==> config.mk <==
export PLATFORM = sky130hd
export DESIGN_NAME = rf_writeback
export DESIGN_NICKNAME = d
export VERILOG_FILES = /design/src/rtl/riscv_pkg.sv /design/src/rtl/wb_skid_fifo.sv /design/src/rtl/rf_writeback.sv
export SDC_FILE = /design/constraint.sdc
export NUM_CORES = 1
export LEC_CHECK = 0
export CORE_ASPECT_RATIO = 0.75
export CORE_UTILIZATION = 40
export DETAILED_ROUTE_END_ITERATION = 10
export HOLD_SLACK_MARGIN = 0.08
export PLACE_DENSITY_LB_ADDON = 0.1
export SYNTH_ARGS = -nofsm -noshare
export SYNTH_HDL_FRONTEND = slang
export SYNTH_SLANG_ARGS = --single-unit
==> constraint.sdc <==
create_clock -name clk -period 11.5 [get_ports clk]
set_input_delay 1.15 -clock clk [delete_from_list [all_inputs] [get_ports clk]]
set_output_delay 1.15 -clock clk [all_outputs]
set_load 0.02 [all_outputs]
==> src/rtl/riscv_pkg.sv <==
// Shared register-file widths and the writeback request payload.
package riscv_pkg;

    localparam int unsigned XLEN          = 32;
    localparam int unsigned REG_ADDR_W    = 5;
    localparam int unsigned NUM_REGS      = 32;
    localparam int unsigned WB_FIFO_DEPTH = 2;
    localparam int unsigned WB_CNT_W      = 2;

    typedef struct packed {
        logic [REG_ADDR_W-1:0] rd;
        logic [XLEN-1:0]       data;
    } wb_req_t;

endpackage

==> src/rtl/wb_skid_fifo.sv <==
// Two-entry queue holding ALU results until the writeback port is granted.
module wb_skid_fifo
    import riscv_pkg::*;
#(
    parameter type entry_t = wb_req_t
) (
    input  logic                clk,
    input  logic                reset,
    input  logic                push,
    input  entry_t              push_data,
    input  logic                pop,
    output logic [WB_CNT_W-1:0] count,
    output entry_t              head
);

    entry_t              mem_q [WB_FIFO_DEPTH];
    entry_t              mem_d [WB_FIFO_DEPTH];
    logic                wr_ptr_q;
    logic                wr_ptr_d;
    logic                rd_ptr_q;
    logic                rd_ptr_d;
    logic [WB_CNT_W-1:0] count_q;
    logic [WB_CNT_W-1:0] count_d;
    logic                do_push;
    logic                do_pop;

    // Next-state: guarded push/pop, 1-bit pointers wrap naturally.
    always_comb begin
        do_push  = push && (count_q != WB_CNT_W'(WB_FIFO_DEPTH));
        do_pop   = pop && (count_q != '0);
        mem_d    = mem_q;
        wr_ptr_d = wr_ptr_q;
        rd_ptr_d = rd_ptr_q;
        count_d  = count_q;
        if (do_push) begin
            mem_d[wr_ptr_q] = push_data;
            wr_ptr_d        = ~wr_ptr_q;
        end
        if (do_pop) begin
            rd_ptr_d = ~rd_ptr_q;
        end
        case ({do_push, do_pop})
            2'b10:   count_d = count_q + WB_CNT_W'(1);
            2'b01:   count_d = count_q - WB_CNT_W'(1);
            default: count_d = count_q;
        endcase
    end

    // State registers; reset drops every queued entry.
    always_ff @(posedge clk or posedge reset) begin
        if (reset) begin
            for (int i = 0; i < int'(WB_FIFO_DEPTH); i++) begin
                mem_q[i] <= '0;
            end
            wr_ptr_q <= 1'b0;
            rd_ptr_q <= 1'b0;
            count_q  <= '0;
        end else begin
            mem_q    <= mem_d;
            wr_ptr_q <= wr_ptr_d;
            rd_ptr_q <= rd_ptr_d;
            count_q  <= count_d;
        end
    end

    assign count = count_q;
    assign head  = mem_q[rd_ptr_q];

endmodule

==> src/rtl/rf_writeback.sv <==
// Register-file writeback: ALU/LSU arbitration, write port and busy scoreboard.
module rf_writeback
    import riscv_pkg::*;
#(
    parameter int unsigned N = XLEN
) (
    input  logic                  clk,
    input  logic                  reset,
    input  logic                  iss_valid,
    input  logic [REG_ADDR_W-1:0] iss_rd,
    input  logic [REG_ADDR_W-1:0] iss_rs1,
    input  logic [REG_ADDR_W-1:0] iss_rs2,
    output logic                  iss_stall,
    input  logic                  alu_valid,
    input  logic [REG_ADDR_W-1:0] alu_rd,
    input  logic [N-1:0]          alu_data,
    output logic                  alu_ready,
    input  logic                  lsu_valid,
    input  logic [REG_ADDR_W-1:0] lsu_rd,
    input  logic [N-1:0]          lsu_data,
    output logic                  lsu_ready,
    output logic                  wb_en,
    output logic [REG_ADDR_W-1:0] wb_addr,
    output logic [N-1:0]          wb_data,
    output logic [NUM_REGS-1:0]   busy
);

    typedef struct packed {
        logic [REG_ADDR_W-1:0] rd;
        logic [N-1:0]          data;
    } req_t;

    logic [WB_CNT_W-1:0]   fifo_count;
    req_t                  fifo_head;
    req_t                  alu_req;
    req_t                  sel;
    logic                  fifo_push;
    logic                  fifo_pop;
    logic                  grant_lsu;
    logic                  granted;
    logic                  fifo_has_room;

    logic                  wb_en_q;
    logic                  wb_en_d;
    logic [REG_ADDR_W-1:0] wb_addr_q;
    logic [REG_ADDR_W-1:0] wb_addr_d;
    logic [N-1:0]          wb_data_q;
    logic [N-1:0]          wb_data_d;
    logic [NUM_REGS-1:0]   busy_q;
    logic [NUM_REGS-1:0]   busy_d;

    assign alu_req = '{rd: alu_rd, data: alu_data};

    wb_skid_fifo #(
        .entry_t (req_t)
    ) u_alu_fifo (
        .clk       (clk),
        .reset     (reset),
        .push      (fifo_push),
        .push_data (alu_req),
        .pop       (fifo_pop),
        .count     (fifo_count),
        .head      (fifo_head)
    );

    // Handshake readies and issue hazard check, all forced low in reset.
    always_comb begin
        fifo_has_room = fifo_count < WB_CNT_W'(WB_FIFO_DEPTH);
        alu_ready     = 1'b0;
        lsu_ready     = 1'b0;
        iss_stall     = 1'b0;
        if (!reset) begin
            alu_ready = fifo_has_room;
            lsu_ready = fifo_has_room;
            iss_stall = iss_valid & (busy_q[iss_rs1] | busy_q[iss_rs2] | busy_q[iss_rd]);
        end
    end

    // Arbitration: a full queue drains first, otherwise LSU beats a queued ALU result.
    always_comb begin
        grant_lsu = lsu_valid & lsu_ready;
        fifo_pop  = (fifo_count != '0) & ~grant_lsu;
        fifo_push = alu_valid & alu_ready;
        granted   = grant_lsu | fifo_pop;
        sel       = fifo_head;
        if (grant_lsu) begin
            sel.rd   = lsu_rd;
            sel.data = lsu_data;
        end
    end

    // Write-port next state; x0 results are consumed without a write strobe.
    always_comb begin
        wb_en_d   = granted && (sel.rd != '0);
        wb_addr_d = wb_addr_q;
        wb_data_d = wb_data_q;
        if (granted) begin
            wb_addr_d = sel.rd;
            wb_data_d = sel.data;
        end
    end

    // Scoreboard next state: clear on presented write, then set on accepted issue.
    always_comb begin
        busy_d = busy_q;
        if (wb_en_q) begin
            busy_d[wb_addr_q] = 1'b0;
        end
        if (iss_valid && !iss_stall && (iss_rd != '0)) begin
            busy_d[iss_rd] = 1'b1;
        end
        busy_d[0] = 1'b0;
    end

    // Output and scoreboard registers.
    always_ff @(posedge clk or posedge reset) begin
        if (reset) begin
            wb_en_q   <= 1'b0;
            wb_addr_q <= '0;
            wb_data_q <= '0;
            busy_q    <= '0;
        end else begin
            wb_en_q   <= wb_en_d;
            wb_addr_q <= wb_addr_d;
            wb_data_q <= wb_data_d;
            busy_q    <= busy_d;
        end
    end

    assign wb_en   = wb_en_q;
    assign wb_addr = wb_addr_q;
    assign wb_data = wb_data_q;
    assign busy    = busy_q;

endmodule

==> results by stage, run 1 <==
Hold path:
- The path class of the tightest hold or removal check is reg2reg.

Critical path:
- The critical path in this run is classified as in2out.
- Of all nets on the critical path, the largest fanout is 27.
- For this run, the slowest stage of the critical path takes 1.17 ns.
- Data arrives at the worst endpoint at 4.41 ns.
- The worst setup path is launched from an input pin.
- The critical path's most frequent cell is clkdlybuf4s50_1.
- The cell with the largest stage delay on the worst path is clkdlybuf4s50_1.
- Counting both buffers and inverters, the worst setup path holds a total of 2.
- The category of cells accounting for the largest share of critical-path delay is buffers and inverters.
- STA classifies the critical path endpoint as an output pin.
- Walking the worst path, the cells encountered are clkdlybuf4s50_1, mux4_2, a22oi_2, o41ai_2, or3_1, o211a_1, clkdlybuf4s50_1.
- The required time of the worst setup path is 10.35 ns.

Flow run:
- The reported max-cap violation count is 0.

Clock network:
- Clock tree synthesis selected as its root buffer the cell clkbuf_16.
- The number of setup buffers added after CTS is 0.
- The clock net in this run drives a total of 147 sinks.
- The number of CTS-inserted buffers is 17.
- The clock tree from TritonCTS is yes.
- The longest clock path from root to sink contains 2 buffers.
- The number of buffers inserted for hold repair after clock tree synthesis is 0.
- At the later pin of the worst-skew pair, clock insertion delay measures 0.43 ns.
- After clock tree synthesis, the repair step resized 0 gates.
- The maximum level of the CTS H-tree is 4.
- The CTS clock-pin slew for the worst setup and hold paths is 0.06 ns.

Timing:
- Timing would allow up to 180 MHz.
- In the finished design, the share of the clock period the worst path needs comes to 48.3%.
- Measured against its own limit, the worst slew margin works out to 25.7%.
- The total setup violations reported at the end of the flow is 0.
- The final worst slack is 5.94 ns.
- The number of pins with negative max-slew slack in the final report is 0.
- The final setup skew is 0.0136 ns.
- Adding up every negative setup slack in the final design gives 0 ns.
- For the pin with the worst max-slew slack, the measured transition is 1.11 ns.
- The worst path in the final design needs a cycle of 5.56 ns, including I/O delays and setup.
- Setup repair after global routing left no endpoint under its margin.
- The smallest hold slack is 0.506 ns.
- The number of hold-slack violations in the final timing report was 0.

Synthesis:
- The netlist area before placement is 7430 sq um.
- The fraction of registers with async set or reset after synthesis is 100%.
- The share of the Yosys chip area taken by registers is 49.5%.
- dfrtp_1 takes more of the synthesized area than any other cell.
- The area fraction of the dominant cell type after synthesis is 49.5%.
- The library cell with the highest instance count after synthesis is dfrtp_1.
- The mean instance size in the synthesized netlist is 11.2 sq um.
- The synthesized netlist cell count is 665.
- After synthesis, the netlist uses 59 different library cells.
- The dominant combinational cell family by area after synthesis is multiplexers.
- In the post-synthesis netlist, the biggest area contributors are dfrtp_1, mux2_2, mux2i_1, o21ai_0, mux4_2.
- The number of nets in the synthesized netlist is 760.
- The Yosys step of the flow raised 0 warnings.
- The compound-cell area share of the yosys netlist is 13.6%.
- Summing the areas of all and, or, nand and nor instances in the mapped netlist gives 9.91% of the synthesized area.
- The synthesized netlist devotes 0.589% of its cell area to XOR and XNOR gates.
- The portion of synthesized area spent on multiplexers is 22.9%.
- By count the netlist is led by dfrtp_1, mux2_2, o21ai_0, nand2_1.
- Counting flops with a built-in enable in the synthesized netlist gives 0.
- The number of register bits inferred by synthesis is 147.
- Summing the areas of all fa, ha and maj instances in the mapped netlist gives 0.168% of the synthesized area.
- The primary flip-flop cell chosen by synthesis mapping is dfrtp_1.

Detailed routing:
- For this run, design rule violations remaining after detail routing come to 0.
- For this block, the routed nets add up to 19.9 mm of wire.
- For this block, the via count after detailed routing is 5845.
- After detailed routing, the average wire length per cell comes to 18.7 um.
- The detail route stage leaves a number of antenna-violating nets equal to 0.
- The first TritonRoute pass finished after 5 iterations.
- The via density per instance is 5.50.
- The first-iteration detailed-routing DRC count is 399.

Global routing:
- Global routing used 21.9% of the available tracks.
- The largest net degree at the start of global routing is 85.
- The wire length of the first global-routing pass is 32.4 mm.
- The via count of the first global-routing pass is 5942.
- The total overflow left after global routing is 0.
- The number of antenna violations at the first check in global routing is 0.

Layout:
- Summing all multi-input logic gate instances after layout gives 3530 sq um.
- The layout has 1577 filler cells.
- The number of antenna diodes in the final layout is 0.
- The flip-flop and latch area is 3680 sq um.
- With fillers left out, the area of the finished cells amounts to 9830 sq um.
- The post-synthesis to final-layout area growth is 32.2%.
- The number of nets in the final layout is 902.
- In the final layout, the share of cells above drive strength 1 is 19.0%.

Floorplan:
- Once the floorplan was initialized, standard cells occupied 41.5% of the core.
- The die width is 159 um.
- The initialized floorplan defines 42 standard-cell rows.
- The vertical die dimension is 120 um.
- The boundary pin count is 167.
- After floorplanning, the core was sized to cover 17900 sq um.
- The die covers 19100 sq um.

Pwr:
- The net load switching power is 1.04 mW.
- The switching fraction of total power is 38.0%.
- Combinational logic is responsible for 42.9% of the overall power.
- The share of total power dissipated in sequential elements is 36.7%.
- The internal power component is 1.70 mW.
- The clock share of power is 20.4%.
- For this design the static power due to leakage is 3.96 nW.
- Power comes to 2.75 mW.
- The total power density per cell area is 280 nW/um^2.
- IR analysis of the VDD net gives a maximum drop of 0.000116 V.

Placement:
- The worst setup slack after placement is 5.97 ns.
- The congestion estimate from routability-driven global placement came to 0.918.
- Once placement finished, the instance area stood at 9220 sq um.
- The placed wire-length estimate after detailed placement is 13.8 mm.
- Port buffering added 165 buffers.

Outcome:
- The run finished with clean final reports.
-- area by class of cell --
cell class | count | share of cell area, %
multi-input cells | 467 | 35.9
well taps | 242 | 3.08
repair buffers | 170 | 17.2
clock inverters | 13 | 1.54
flip-flops and latches | 147 | 37.4
clock buffers | 19 | 4.61
inverters | 4 | 0.204
-- power by group through the flow --
| stage | combinational [mW] | clock, mW | sequential [mW] |
|---|---|---|---|
| 2_1_floorplan | 0.651 | 0 | 1.06 |
| 3_3_place_gp | 1.16 | 0 | 1.00 |
| 3_5_place_dp | 1.19 | 0 | 1.01 |
| 4_1_cts | 1.19 | 0.574 | 1.01 |
| 5_1_grt | 1.29 | 0.596 | 1.05 |
| 6_report | 1.18 | 0.561 | 1.01 |
-- registers in the layout, indices dropped and copies added, names as in the netlist --
register and count:
u_alu_fifo.wr_ptr_q 1, u_alu_fifo.rd_ptr_q 1, wb_en 1, busy 31, wb_data 32, u_alu_fifo.mem_q 74, u_alu_fifo.count 2, wb_addr 5
-- worst paths after layout --
check / start / to / slack, ns / cells after the start
hold reg to reg: u_alu_fifo.mem_q[40] / u_alu_fifo.mem_q[40] / 0.51 / 1
setup / recovery: iss_rd[0] / iss_stall / 5.94 / 7
min in group asynchronous: reset / wb_data[30] / 1.27 / 2
hold / removal: u_alu_fifo.mem_q[40] / u_alu_fifo.mem_q[40] / 0.51 / 1
setup reg to reg: busy[5] / busy[28] / 8.76 / 6
max in group asynchronous: reset / busy[10] / 8.71 / 3
-- per-layer routing --
layer | track usage, % | wire length [um]
met5 | 0 | 0
met4 | 7.75 | 276
met3 | 5.39 | 1550
met2 | 32.6 | 8700
met1 | 30.8 | 9380
-- logic make-up after synthesis --
group | Yosys count
compound gates | 162
simple gates | 153
flops | 147
mux | 145
buf+inv | 51
xor+xnor | 5
fa+ha+maj | 1
other cells | 1
-- placed cells by master, fill, tap and decap left out, types with 12 or more instances in the layout --
cell type        count
mux2_2              76
o21ai_0             71
mux2i_1             53
nand2_1             54
mux4_2              12
a21oi_1             39
clkdlybuf4s50_1    165
clkbuf_16           17
o21ai_1             13
nor2_1              51
dfrtp_1            146
-- stage by stage --
stage / util [%] / std cells
after floorplan: - / 665
after global placement: 51.5 / 1030
after detailed placement: 51.5 / 1030
after CTS: 54.8 / 1062
after global routing: 54.8 / 1062
final: 54.8 / 1062
(Power assumes the default switching activity.)
==> inputs of run 2 (changes only) <==
==> constraint.sdc (replaced) <==
create_clock -name clk -period 5.23 [get_ports clk]
set_input_delay 0.523 -clock clk [delete_from_list [all_inputs] [get_ports clk]]
set_output_delay 0.523 -clock clk [all_outputs]
set_load 0.02 [all_outputs]
==> run 2 against run 1 <==
Non-clock buffer count is 1 higher; core utilization about the same; critical path depth unchanged; largest cell class unchanged; highest routed layer unchanged.
==> results by stage, run 2 (synthesis gave the netlist of run 1 again) <==
Critical path:
- The largest fanout of any net on the critical path is 16 (-41%).
- The logic depth of the worst register-to-register path came to 6 (unchanged).
- The number of buffers and inverters on the critical path is 2 (unchanged).
- The category of the worst setup path capture point is an output pin.
- Traced cell by cell, the critical path runs through clkdlybuf4s50_1, mux4_2, a22oi_2, o41ai_2, or3_1, o211a_1, clkdlybuf4s50_1.
- The type of origin of the critical path is an input pin.
- The critical path class is in2out.
- The cell with the largest stage delay on the worst path is clkdlybuf4s50_1.
- The slack of the worst reg-to-reg path is 2.48 ns (-6.28 ns).
- The cell that appears most often on the critical path is clkdlybuf4s50_1.
- The largest incremental delay on the critical path is 0.92 ns (-0.25 ns).
- The required time of the worst setup path is 4.71 ns (-5.64 ns).
- The category of cells accounting for the largest share of critical-path delay is buffers and inverters.
- The capturing point of the worst reg2reg path is busy[24].
- The launch point of the worst reg-to-reg path is busy[11].
- The arrival time of the worst setup path came to 3.50 ns (-0.91 ns).

Layout:
- The number of nets in the final layout came to 903 (+0.11%).
- The top cell types in the final layout, fill and taps aside, are clkdlybuf4s50_1, dfrtp_1, mux2_2.
- The commonest non-fill, non-tap cell in the layout is clkdlybuf4s50_1.
- The largest register by flop count is u_alu_fifo.mem_q.
- The number of flip-flops in the largest register came to 74 (unchanged).
- The core utilization of the finished layout is 54.9% (about the same).
- The area of all placed cells without fillers is 9830 sq um (about the same).
- The ratio of cells with drive above 1 in the final layout is 19.1% (+0.099 points).
- The post-synthesis to final-layout area growth is 32.3% (about the same).
- The total inserted antenna cells is 0 (unchanged).

Pwr:
- The peak supply drop is 0.000324 V (+180%).
- The net load switching power is 2.28 mW (+120%).
- The clock share of power is 20.3% (about the same).
- The leakage power of the design is 3.96 nW (about the same).
- The switching fraction of total power was 37.9% (-0.15 points).
- The combinational power share is 42.9% (about the same).
- The internal power component is 3.75 mW (+120%).
- The total power density per cell area is 613 nW/um^2 (+120%).
- The sequential cell fraction of total power is 36.8% (about the same).

Floorplan:
- The boundary pin count is 167 (unchanged).
- The area of the die is 19100 sq um (unchanged).
- The core region area is 17900 sq um (unchanged).
- The vertical die dimension is 120 um (unchanged).
- The number of rows in the core area came to 42 (unchanged).
- The starting utilization of the core area is 41.5% (unchanged).
- The die width was 159 um (unchanged).

Timing:
- Setup repair after global routing left no endpoint under its margin.
- The normalized max-slew margin came to 24.6% (-1.1 points).
- The total setup violations reported at the end of the flow is 0 (unchanged).
- The minimum clock period after layout is 4.02 ns.
- The slew of the pin with the lowest slew margin is 1.13 ns (+0.0167 ns).
- The fmax is 249 MHz.
- Of the available clock period, the critical path in the final layout requires 76.9%.
- The sum of negative setup slack is 0 ns (unchanged).
- The final worst slack came to 1.21 ns (-4.73 ns).
- The final setup skew was 0.00952 ns (-0.00410 ns).
- The number of hold-slack violations in the final timing report is 0 (unchanged).
- The number of pins with negative max-slew slack in the final report is 0 (unchanged).

Hold path:
- The worst min-delay path category is reg2reg.
- The worst hold path terminates at u_alu_fifo.mem_q[2].
- The startpoint of the lowest-slack hold path is u_alu_fifo.mem_q[2].
- The number of cells on the worst hold path is 1 (unchanged).

Global routing:
- The via count of the first global-routing pass is 5891 (-0.86%).
- The overall fraction of global-route tracks in use is 21.4% (-0.48 points).
- The wire length of the first global-routing pass is 31.9 mm (-1.7%).
- The number of antenna violations at the first check in global routing is 0 (unchanged).
- The largest net degree at the start of global routing is 82 (-3.5%).
- The total congestion overflow is 0 (unchanged).

Detailed routing:
- The number of optimization iterations in the first detailed-route pass was 5 (unchanged).
- The total detailed-routing wirelength is 19.7 mm (-0.98%).
- The count of unresolved DRC violations after routing is 0 (unchanged).
- The via density per instance came to 5.47 (-0.56%).
- The first-iteration detailed-routing DRC count is 315 (-21%).
- The post-detailed-route wirelength per cell is 18.5 um (-1.1%).
- The remaining antenna violation count was 0 (unchanged).
- The total number of vias is 5818 (-0.46%).

Placement:
- The routability-driven placement congestion ratio is 0.907 (-1.2%).
- The placed wire-length estimate after detailed placement is 13.9 mm (+1.1%).
- The placement-stage cell area is 9230 sq um (about the same).
- The worst setup slack after placement is 1.20 ns (-4.77 ns).
- The number of buffer cells added on primary ports came to 165 (unchanged).

Clock network:
- The post-CTS repair timing setup buffer count is 0 (unchanged).
- The count of instances resized after the clock tree is built is 0 (unchanged).
- The number of sinks handled by clock tree synthesis is 147 (unchanged).
- The number of buffers inserted for hold repair after clock tree synthesis came to 0 (unchanged).
- TritonCTS built the clock tree.
- The maximum level of the CTS H-tree is 4 (unchanged).
- The CTS clock-pin slew for the worst setup and hold paths is 0.06 ns (about the same).
- The later-pin clock latency in the skew report is 0.41 ns (-0.02 ns).
- The buffer levels on the longest clock path is 2 (unchanged).
- Clock tree synthesis selected as its root buffer the cell clkbuf_16.
- The number of CTS-inserted buffers came to 17 (unchanged).

Flow run:
- The reported max-cap violation count is 0 (unchanged).

Outcome:
- The flow ran to the end, and the final reports show no timing, DRC or antenna violations.
==> run 2: routing by layer <==
metal | vias up | routed length [um] | global-route usage (%)
li1 | 2692 | - | -
met1 | 2882 | 9290 | 30.3
met2 | 227 | 8680 | 31.6
met3 | 17 | 1530 | 6.36
met4 | 0 | 208 | 6.07
met5 | - | 0 | 0
==> run 2: per-stage QoR <==
step                instances  power, mW  hold slack, ns
finish                   1063       6.03           0.504
global placement         1031       4.75           0.487
floorplan                 665       3.77           0.461
CTS                      1063       6.08           0.508
detailed placement       1031       4.83           0.495
global route             1063       6.41           0.514
==> run 2: how the worst max path moves through the flow <==
stage | start | endpoint | slack [ns] | cells past startpoint
after floorplan | reset | busy[19] | 0.49 | 5
after global placement | iss_rd[0] | iss_stall | 1.22 | 7
after global routing | iss_rd[0] | iss_stall | 1.07 | 7
final | iss_rd[0] | iss_stall | 1.21 | 7
after CTS | iss_rd[0] | iss_stall | 1.18 | 7
after detailed placement | iss_rd[0] | iss_stall | 1.20 | 7
==> run 2: power groups by stage <==
stage                     registers [mW]  clock network [mW]  logic (mW)
after CTS                           2.21                1.25        2.62
after floorplan                     2.33                   0        1.43
final                               2.22                1.22        2.59
after global placement              2.20                   0        2.55
after global routing                2.29                1.30        2.82
after detailed placement            2.23                   0        2.61
==> run 2: final cells by class <==
type | count | area [sq um]
Fill cell | 1541 | 8090
Sequential cell | 147 | 3680
Multi-Input combinational cell | 467 | 3530
Timing Repair Buffer | 171 | 1700
Clock buffer | 19 | 453
Tap cell | 242 | 303
Clock inverter | 13 | 150
Inverter | 4 | 20.0
==> inputs of run 3 (changes only) <==
==> constraint.sdc (replaced) <==
create_clock -name clk -period 3.5 [get_ports clk]
set_input_delay 0.35 -clock clk [delete_from_list [all_inputs] [get_ports clk]]
set_output_delay 0.35 -clock clk [all_outputs]
set_load 0.02 [all_outputs]
==> run 3 against run 2 <==
Hold slack worse by 0.18 ns; power up 50%; first-iteration DRC count is 41% higher; clock skew fell by 0.0019 ns; via count increased by 1.0%; final area grew 1.1%; global-route usage increased by 1.2 points; register-to-register slack lost 1.5 ns; combinational power rose by 48%; clock-buffer cell count grew 2; largest power group unchanged; sequential power increased by 54%; critical endpoint unchanged; sequential share of layout area is 0.42 points lower.
==> results by stage, run 3 (synthesis gave the netlist of run 1 again) <==
Clock network:
- The number of buffers inserted for hold repair after clock tree synthesis is 0 (unchanged).
- The maximum level of the CTS H-tree came to 4 (unchanged).
- The number of CTS-inserted buffers is 17 (unchanged).
- The CTS clock-pin slew for the worst setup and hold paths is 0.05 ns (about the same).
- The buffer cell driving the clock tree root is clkbuf_16.
- TritonCTS built the clock tree.
- The buffer levels on the longest clock path is 2 (unchanged).
- The count of instances resized after the clock tree is built came to 0 (unchanged).
- The number of sinks handled by clock tree synthesis is 147 (unchanged).
- The post-CTS repair timing setup buffer count was 0 (unchanged).
- The later-pin clock latency in the skew report was 0.42 ns (about the same).

Detailed routing:
- The via density per instance is 5.45 (-0.45%).
- The total number of vias was 5879 (+1.0%).
- The number of optimization iterations in the first detailed-route pass came to 7 (+2).
- The remaining antenna violation count was 0 (unchanged).
- The first-iteration detailed-routing DRC count is 445 (+41%).
- The total detailed-routing wirelength is 20.5 mm (+3.9%).
- The post-detailed-route wirelength per cell is 19.0 um (+2.4%).
- The count of unresolved DRC violations after routing is 0 (unchanged).

Layout:
- The number of nets in the final layout is 919 (+1.8%).
- The largest register by flop count is u_alu_fifo.mem_q.
- The area of all placed cells without fillers is 9950 sq um (+1.1%).
- The area of the multi-input gates is 3530 sq um (unchanged).
- The number of cells in the finished layout apart from fillers is 1079 (+1.5%).
- The ratio of cells with drive above 1 in the final layout is 20.7% (+1.5 points).
- Leaving out fill and tap cells, the most frequent cells in the layout are clkdlybuf4s50_1, dfrtp_1, mux2_2.
- The flip-flop and latch area came to 3680 sq um (unchanged).
- The total inserted antenna cells came to 0 (unchanged).
- The number of flip-flops in the largest register was 74 (unchanged).
- The commonest non-fill, non-tap cell in the layout is clkdlybuf4s50_1.
- The post-synthesis to final-layout area growth is 33.8%.
- The number of filler cells placed in the layout is 1556 (+0.97%).
- The core utilization of the finished layout came to 55.5% (+0.62 points).

Global routing:
- The overall fraction of global-route tracks in use is 22.5% (+1.2 points).
- The global-route track usage on met3 is 8.33% (+2.0 points).
- The largest net degree at the start of global routing is 142 (+73%).
- The total congestion overflow was 0 (unchanged).
- The via count of the first global-routing pass came to 6077 (+3.2%).
- The met1 track demand over resource in global routing is 30.8% (+0.44 points).
- The wire length of the first global-routing pass was 33.3 mm (+4.4%).
- The global routing stage identified its most utilized layer as met2.
- The number of antenna violations at the first check in global routing is 0 (unchanged).
- The met2 global-route usage is 33.4% (+1.9 points).

Timing:
- The share of the cycle needed by the critical path after routing is 95.7%.
- The sum of negative setup slack came to 0 ns (unchanged).
- The final setup skew is 0.00766 ns (-0.00186 ns).
- For this run, the top clock speed supported by timing is 299 MHz.
- The final worst slack is 0.151 ns (-1.06 ns).
- The normalized max-slew margin is 44.4% (+20 points).
- The slew of the pin with the lowest slew margin came to 0.834 ns (-0.298 ns).
- The smallest clock period supported by the final layout is computed as 3.35 ns.
- The total setup violations reported at the end of the flow is 0 (unchanged).
- The number of pins with negative max-slew slack in the final report is 0 (unchanged).
- Setup repair after global routing left no endpoint under its margin.
- The smallest hold slack is 0.324 ns (-0.179 ns).
- The number of hold-slack violations in the final timing report is 0 (unchanged).

Placement:
- The number of placed cells counting well taps is 1047 (+1.6%).
- The placed wire-length estimate after detailed placement is 14.7 mm (+5.2%).
- The worst setup slack after placement is 0.162 ns (-1.03 ns).
- The placement-stage cell area is 9360 sq um (+1.4%).
- The number of buffer cells added on primary ports is 165 (unchanged).
- The routability-driven placement congestion ratio came to 0.926 (+2.0%).

Floorplan:
- The boundary pin count came to 167 (unchanged).
- The die width is 159 um (unchanged).
- The vertical die dimension is 120 um (unchanged).
- The area of the die is 19100 sq um (unchanged).
- The core region area is 17900 sq um (unchanged).
- The starting utilization of the core area is 41.5% (unchanged).
- The number of rows in the core area is 42 (unchanged).

Pwr:
- The total power density per cell area is 907 nW/um^2 (+48%).
- The net load switching power is 3.44 mW (+51%).
- The combinational power share came to 42.6% (-0.3 points).
- The sequential cell fraction of total power is 37.9% (+1.1 points).
- The clock share of power is 19.5% (-0.8 points).
- The switching fraction of total power is 38.1% (+0.28 points).
- The internal power component was 5.58 mW (+49%).
- The leakage power of the design is 4.04 nW (+1.9%).
- The peak supply drop came to 0.000439 V (+36%).
- The total power is 9.02 mW (+50%).

Critical path:
- The type of origin of the critical path is an input pin.
- The largest fanout of any net on the critical path came to 7 (-9).
- The number of buffers and inverters on the critical path is 2 (unchanged).
- The largest incremental delay on the critical path is 0.66 ns (-0.26 ns).
- The category of the worst setup path capture point is an output pin.
- The most numerous cell type found on the critical path is clkdlybuf4s50_1.
- The arrival time of the worst setup path is 3.00 ns (-0.50 ns).
- The required time of the worst setup path is 3.15 ns (-1.56 ns).
- The cell with the largest stage delay on the worst path is clkdlybuf4s50_1.
- The signal on the critical path passes through clkdlybuf4s50_1, mux4_2, nor2b_2, o41ai_4, or3_1, o211a_1, clkdlybuf4s50_1.
- The category of cells accounting for the largest share of critical-path delay is buffers and inverters.
- The critical path class is in2out.

Hold path:
- The min-delay analysis places its worst path in the category in2async.

Outcome:
- The flow ran to the end, and the final reports show no timing, DRC or antenna violations.

Flow run:
- The reported max-cap violation count was 0 (unchanged).
==> run 3: final cells by class <==
type | instances | share of cell area, %
timing repair buffer | 187 | 18.4
clock buffer | 21 | 4.83
clock inverter | 11 | 1.03
multi-input combinational | 467 | 35.5
sequential | 147 | 37.0
inverter | 4 | 0.189
tap | 242 | 3.04
==> run 3: final timing paths <==
path                                           start              endpoint  slack (ns)  cells after the start
max in group asynchronous                      reset  u_alu_fifo.mem_q[44]        2.15                      3
min in group clk                         lsu_data[9]            wb_data[9]        0.48                      3
worst min register to register  u_alu_fifo.mem_q[52]  u_alu_fifo.mem_q[52]        0.50                      1
worst max-delay path                      iss_rs2[0]             iss_stall        0.15                      7
worst max register to register              busy[10]              busy[30]        0.98                      7
worst min-delay path                           reset               busy[9]        0.32                      2
==> run 3: per-layer routing <==
layer	vias to the layer above	part of all wire, %
li1	2718	-
met1	2923	46
met2	217	44
met3	21	8.4
met4	0	1.1
met5	-	0
==> run 3: power by group through the flow <==
stage | sequential [mW] | clock, mW | combinational, mW
2_1_floorplan | 3.49 | 0 | 2.14
3_3_place_gp | 3.39 | 0 | 3.78
3_5_place_dp | 3.44 | 0 | 3.85
4_1_cts | 3.41 | 1.80 | 3.88
5_1_grt | 3.53 | 1.89 | 4.20
6_report | 3.42 | 1.76 | 3.84
